--- config.mk ---
export PLATFORM = sky130hd
export DESIGN_NAME = vec_alu_seq
export DESIGN_NICKNAME = d
export VERILOG_FILES = /design/src/rtl/vec_alu_pkg.sv /design/src/rtl/vec_lane_addsub.sv /design/src/rtl/vec_alu_seq.sv
export SDC_FILE = /design/constraint.sdc
export NUM_CORES = 1
export LEC_CHECK = 0
export BUFFER_PORTS_ARGS = -buffer_cell sky130_fd_sc_hd__buf_2
export CORE_MARGIN = 2
export CORE_UTILIZATION = 60
export CTS_BUF_LIST = sky130_fd_sc_hd__clkbuf_4
export CTS_CLUSTER_SIZE = 16
export DETAILED_ROUTE_END_ITERATION = 16
export GPL_ROUTABILITY_DRIVEN = 1
export PLACE_DENSITY = 0.81
export SKIP_LAST_GASP = 1
export SLEW_MARGIN = 10
export SYNTH_ARGS = -nofsm -noshare
export SYNTH_HDL_FRONTEND = slang
export SYNTH_SLANG_ARGS = --single-unit
--- constraint.sdc ---
create_clock -name clk -period 6.4 [get_ports clk]
set_input_delay 0.32 -clock clk [delete_from_list [all_inputs] [get_ports clk]]
set_output_delay 0.32 -clock clk [all_outputs]
set_load 0.05 [all_outputs]
--- src/rtl/vec_alu_pkg.sv ---
// Shared definitions for the vector execute unit and the decoder feeding it:
// ALUControl codes, FSM states and NZCV bit positions.
package vec_alu_pkg;

    localparam logic [2:0] OP_VADD = 3'b000;
    localparam logic [2:0] OP_VSUB = 3'b001;
    localparam logic [2:0] OP_VAND = 3'b010;
    localparam logic [2:0] OP_VOR  = 3'b011;
    localparam logic [2:0] OP_VXOR = 3'b100;
    localparam logic [2:0] OP_VMUL = 3'b110;

    localparam int FLAG_N = 3;
    localparam int FLAG_Z = 2;
    localparam int FLAG_C = 1;
    localparam int FLAG_V = 0;

    typedef enum logic [1:0] {
        ST_IDLE,
        ST_MUL,
        ST_DONE
    } state_e;

    function automatic logic op_is_legal(input logic [2:0] op);
        return (op != 3'b101) && (op != 3'b111);
    endfunction

endpackage

--- src/rtl/vec_lane_addsub.sv ---
// One lane of the packed adder: a + b, or a + ~b + 1 for subtract, with the
// lane's carry-out and signed overflow.
module vec_lane_addsub #(
    parameter int LANE_W = 8
) (
    input  logic [LANE_W-1:0] a_i,
    input  logic [LANE_W-1:0] b_i,
    input  logic              sub_i,
    output logic [LANE_W-1:0] sum_o,
    output logic              carry_o,
    output logic              ovf_o
);

    logic [LANE_W-1:0] b_eff;
    logic [LANE_W:0]   full;

    assign b_eff   = sub_i ? ~b_i : b_i;
    assign full    = {1'b0, a_i} + {1'b0, b_eff} + {{LANE_W{1'b0}}, sub_i};
    assign sum_o   = full[LANE_W-1:0];
    assign carry_o = full[LANE_W];
    // Overflow when both addends share a sign that the sum does not.
    assign ovf_o   = (a_i[LANE_W-1] == b_eff[LANE_W-1]) && (sum_o[LANE_W-1] != a_i[LANE_W-1]);

endmodule

--- src/rtl/vec_alu_seq.sv ---
// Sequential packed-lane execute unit: single-cycle add/sub/logic/move and an
// iterative per-lane shift-add multiply, behind a start/busy/done handshake.
module vec_alu_seq
    import vec_alu_pkg::*;
#(
    parameter  int LANES  = 4,
    parameter  int LANE_W = 8,
    localparam int W      = LANES * LANE_W
) (
    input  logic         clk,
    input  logic         reset,
    input  logic         start,
    input  logic [2:0]   ALUControl,
    input  logic         mov,
    input  logic [W-1:0] SrcA,
    input  logic [W-1:0] SrcB,
    output logic         busy,
    output logic         done,
    output logic         illegal,
    output logic [W-1:0] Result,
    output logic [3:0]   ALUFlags
);

    localparam int CNT_W = (LANE_W > 1) ? $clog2(LANE_W) : 1;

    state_e           state_q, state_d;
    logic [W-1:0]     mcand_q, mcand_d;
    logic [W-1:0]     mplier_q, mplier_d;
    logic [W-1:0]     acc_q, acc_d;
    logic [CNT_W-1:0] cnt_q, cnt_d;
    logic [W-1:0]     result_q, result_d;
    logic [3:0]       flags_q, flags_d;
    logic             illegal_q, illegal_d;

    logic [W-1:0]     addsub_res, alu_res;
    logic [W-1:0]     acc_step, mcand_step, mplier_step;
    logic [LANES-1:0] lane_c, lane_v;
    logic             use_cv;

    for (genvar l = 0; l < LANES; l++) begin : g_lane
        vec_lane_addsub #(.LANE_W(LANE_W)) u_addsub (
            .a_i     (SrcA[l*LANE_W +: LANE_W]),
            .b_i     (SrcB[l*LANE_W +: LANE_W]),
            .sub_i   (ALUControl == OP_VSUB),
            .sum_o   (addsub_res[l*LANE_W +: LANE_W]),
            .carry_o (lane_c[l]),
            .ovf_o   (lane_v[l])
        );
    end

    assign use_cv = (ALUControl == OP_VSUB) || ((ALUControl == OP_VADD) && !mov);

    always_comb begin
        // NOTE: every combinational output gets a default first so no path can infer a latch.
        alu_res = '0;
        case (ALUControl)
            OP_VADD: alu_res = mov ? SrcB : addsub_res;
            OP_VSUB: alu_res = addsub_res;
            OP_VAND: alu_res = SrcA & SrcB;
            OP_VOR:  alu_res = SrcA | SrcB;
            OP_VXOR: alu_res = SrcA ^ SrcB;
            default: alu_res = '0;
        endcase
    end

    // One shift-add step per lane; shifts stay inside each lane.
    always_comb begin
        acc_step    = '0;
        mcand_step  = '0;
        mplier_step = '0;
        for (int l = 0; l < LANES; l++) begin
            acc_step[l*LANE_W +: LANE_W]    = acc_q[l*LANE_W +: LANE_W]
                                            + (mplier_q[l*LANE_W] ? mcand_q[l*LANE_W +: LANE_W] : '0);
            mcand_step[l*LANE_W +: LANE_W]  = mcand_q[l*LANE_W +: LANE_W] << 1;
            mplier_step[l*LANE_W +: LANE_W] = mplier_q[l*LANE_W +: LANE_W] >> 1;
        end
    end

    always_comb begin
        state_d   = state_q;
        mcand_d   = mcand_q;
        mplier_d  = mplier_q;
        acc_d     = acc_q;
        cnt_d     = cnt_q;
        result_d  = result_q;
        flags_d   = flags_q;
        illegal_d = illegal_q;
        case (state_q)
            ST_MUL: begin
                mcand_d  = mcand_step;
                mplier_d = mplier_step;
                acc_d    = acc_step;
                if (cnt_q == '0) begin
                    result_d         = acc_step;
                    flags_d          = '0;
                    flags_d[FLAG_N]  = acc_step[W-1];
                    flags_d[FLAG_Z]  = (acc_step == '0);
                    state_d          = ST_DONE;
                end else begin
                    cnt_d = cnt_q - CNT_W'(1);
                end
            end
            default: begin
                state_d = ST_IDLE;
                if (start) begin
                    illegal_d = !op_is_legal(ALUControl);
                    if (ALUControl == OP_VMUL) begin
                        mcand_d  = SrcA;
                        mplier_d = SrcB;
                        acc_d    = '0;
                        cnt_d    = CNT_W'(LANE_W - 1);
                        state_d  = ST_MUL;
                    end else begin
                        result_d        = illegal_d ? '0 : alu_res;
                        flags_d         = '0;
                        flags_d[FLAG_N] = result_d[W-1];
                        flags_d[FLAG_Z] = (result_d == '0);
                        flags_d[FLAG_C] = use_cv & lane_c[LANES-1];
                        flags_d[FLAG_V] = use_cv & lane_v[LANES-1];
                        state_d         = ST_DONE;
                    end
                end
            end
        endcase
    end

    always_ff @(posedge clk or negedge reset) begin
        if (!reset) begin
            state_q   <= ST_IDLE;
            mcand_q   <= '0;
            mplier_q  <= '0;
            acc_q     <= '0;
            cnt_q     <= '0;
            result_q  <= '0;
            flags_q   <= '0;
            illegal_q <= 1'b0;
        end else begin
            // NOTE: state registers use non-blocking assignment so every flop samples pre-edge values.
            state_q   <= state_d;
            mcand_q   <= mcand_d;
            mplier_q  <= mplier_d;
            acc_q     <= acc_d;
            cnt_q     <= cnt_d;
            result_q  <= result_d;
            flags_q   <= flags_d;
            illegal_q <= illegal_d;
        end
    end

    assign busy     = (state_q == ST_MUL);
    assign done     = (state_q == ST_DONE);
    assign illegal  = done & illegal_q;
    assign Result   = result_q;
    assign ALUFlags = flags_q;

endmodule

==> key figures <==
Timing
  • Fmax achieved: 261.3 MHz
  • Setup_tns: 0 ns
  • Final setup margin: 2.573 ns
  • Crit share post-route: 59.80%
  • Relative slew margins: 10.50%
  • Measured slew at the worst slew-check pin: 1.340 ns
  • Setup Viol. Count Final: 0
  • Clock Skew: 0.02878 ns
  • Fin. Hold Viols: 0
  • RSZ-0062 raised after global routing: false
  • Final Max Tran Viols: 0
  • Tmin final: 3.827 ns

Global routing
  • Total GRT Usage: 33.50%
  • Initial antenna violation count: 2
  • First-pass GRT wire length: around 50 mm
  • Largest net degree at the start of global routing: 102
  • Grt ovf: 0
  • Vias in the first global route: ~9600

Layout
  • Area added between synthesis and finish: 9.511%
  • Commonest cells after routing, fill and taps aside: nand2_1, dfrtp_1, nor2_1
  • Fillers: roughly 1500
  • Layout Utilization: 66.87%
  • Register area: 3428 µm²
  • Area of the multi-input gates: 6873 µm²
  • Fin cells: 1666
  • Nets: 1621
  • Fin area: 11970 µm²
  • Proportion of layout cells with a drive suffix above 1: about an eighth
  • Most common cell after layout, fill and taps aside: nand2_1

Clocking
  • H-Tree Depth: 4
  • Clock tree sinks: around 140
  • CTS tree: built
  • Post-CTS Setup Inserts: 0
  • Total CTS buffers: 17
  • Root Driver: clkbuf_4
  • Post-CTS Hold Buffers: 12
  • Clock Latency Late Sink: 0.60 ns
  • Clk pin slew, worst setup/hold paths: 0.13 ns
  • CTS max path bufs: 2
  • Resized Gates After CTS: 0

Place
  • Place WS: 2.090 ns
  • Placed cells: 1621
  • Port bufs: 109
  • Placer congestion estimate: between 1 and 1.5
  • Area post-placement: 11570 µm²
  • DP HPWL: 23.52 mm

Die
  • Starting density of the core: 61.06%
  • Core area: 17900 µm²
  • Die Y: 139.0 µm
  • Die area: 19320 µm²
  • IO Pins: 110
  • Die W: 139.0 µm
  • Standard-cell rows: 49

Setup path
  • Crit start category: input pin
  • Worst EP arrival: roughly 4.3 ns
  • Crit Path Class: input pin to flip-flop
  • Critical Path End Type: flip-flop
  • Critical Path RT: 6.91 ns
  • Maximum fanout along the worst path: 21

Job
  • Max Cap Viol: 0

Synth
  • Syn Area/Cell: 8.116 µm²
  • Syn. warnings: 0
  • FFs w/ async S/R, synth: 100.0%
  • Seq cells post-synth: 137
  • Main synth FF type: dfrtp_1
  • Mapped Cells: 1347
  • Post-synth EDFFs: 0
  • Synth unique cells: between 60 and 70
  • Synthesized area: 10930 µm²
  • Top cells by area, synth: dfrtp_1, ha_1, nand2_1
  • Synth top area share: 31.36%
  • Leading area contributor after synthesis: dfrtp_1
  • Sequential area share after synthesis: around a third
  • Syn Nets: 1545

Power
  • Leak pwr: 5.934 nW
  • VDD IR max: 0.2954 mV
  • PwrDens: roughly 340 nW/µm²

Routing
  • Starting DRC count in detailed routing: 1141
  • Pre-Repair DR Iteration Count: 14
  • Post-route ant nets: 0
  • Wire per inst: 19.40 µm
  • Final wirelength: between 30 and 40 mm
  • DRC violations left: 0
  • Total number of vias: 10250
  • Vias/cell: between 6 and 7

Run status
  • Status: finished, final reports clean

Hold path
  • Worst hold path class: input pin to flip-flop
[power by group]
| part | internal [W] | switching (W) | total [W] |
|---|---|---|---|
| registers | 0.00117 | 0.000229 | 0.00140 |
| logic | 0.000774 | 0.00128 | 0.00205 |
| clock network | 0.000207 | 0.000394 | 0.000601 |
[state kept, by name, indices dropped and copies added, names as in the netlist]
name and cells:
mplier_q 32, ALUFlags 3, Result 32, cnt_q 3, illegal_q 1, state_q 2, mcand_q 32, acc_q 32
[synth_stat cells (all sizes together) (4+ instances only)]
library cell  count
nand2           226
dfrtp           137
nor2            121
ha              119
inv              92
o21ai            81
a21oi            73
a31oi            62
xnor2            58
clkbuf           56
nand3            34
and2             32
a211oi           30
a21o             19
buf              19
mux2i            17
xor2             17
o21bai           12
nor4             10
a222oi            9
nand4             9
a221o             8
fa                8
nor2b             8
nor3              8
nand2b            7
or2               7
a221oi            6
o21a              6
a211o             5
and3              4
o211ai            4
o221ai            4
[final cells by class]
type	count	area share, %
Multi-Input combinational cell	1043	57.41
Sequential cell	137	28.64
Timing Repair Buffer	132	6.302
Inverter	92	2.885
Tap cell	229	2.393
Clock inverter	15	1.286
Clock buffer	17	1.066
Antenna cell	1	0.02090
[cells by family (layout without fill, tap and decap cells)]
group	after synthesis	in the layout	share of synthesized area, %
AO/OA/AOI/OAI	339	339	20.05
adder cells (fa/ha/maj)	127	127	15.09
buffers and inverters	167	256	5.997
AND/OR/NAND/NOR	482	482	19.63
XOR/XNOR	75	75	6.009
multiplexers	20	20	1.866
flip-flops	137	137	31.36
other	0	1	0
[worst paths after layout]
| path | depth (start not counted) | slack, ns | startpoint | to |
|---|---|---|---|---|
| max in group asynchronous | 3 | 4.90 | reset | acc_q[13]$_DFFE_PN0P_ |
| max | 13 | 2.57 | ALUControl[2] | ALUFlags[2]$_DFFE_PN0P_ |
| max reg2reg | 11 | 3.04 | mplier_q[8]$_DFFE_PN0P_ | ALUFlags[2]$_DFFE_PN0P_ |
| min | 3 | 0.03 | SrcA[19] | mcand_q[19]$_DFFE_PN0P_ |
| min in group asynchronous | 2 | 0.33 | reset | state_q[1]$_DFFE_PN0P_ |
| min reg2reg | 2 | 0.48 | Result[19]$_DFFE_PN0P_ | Result[19]$_DFFE_PN0P_ |
[worst max-delay path, cell delays in order]
cell and delay [ns]:
buf_2 0.20, nor2_1 0.51, nand2_1 0.41, buf_4 0.39, xnor2_1 0.27, fa_1 0.46, mux2_2 0.28, a221o_1 0.34
nor4_1 0.30, nand4_1 0.18, nor4_1 0.31, nand4_1 0.16, o211ai_2 0.19
[routing by layer]
layer / global-route usage [%] / vias up / share of wire [%]
met4: 11.59 / 2 / 3.4
met5: 0 / - / 0.040
met1: 46.79 / 4830 / 42
li1: - / 4829 / -
met3: 7.355 / 90 / 9.8
met2: 51.83 / 503 / 45
[through the flow]
| step | hold slack [ns] | power [W] |
|---|---|---|
| floorplan | 0.02441 | 0.002854 |
| global placement | 0.4467 | 0.003367 |
| detailed placement | 0.4596 | 0.003426 |
| CTS | 0.0009835 | 0.004041 |
| global route | 0.01024 | 0.004336 |
| finish | 0.03065 | 0.004056 |
Note: power is estimated with default switching activity, not from simulation.
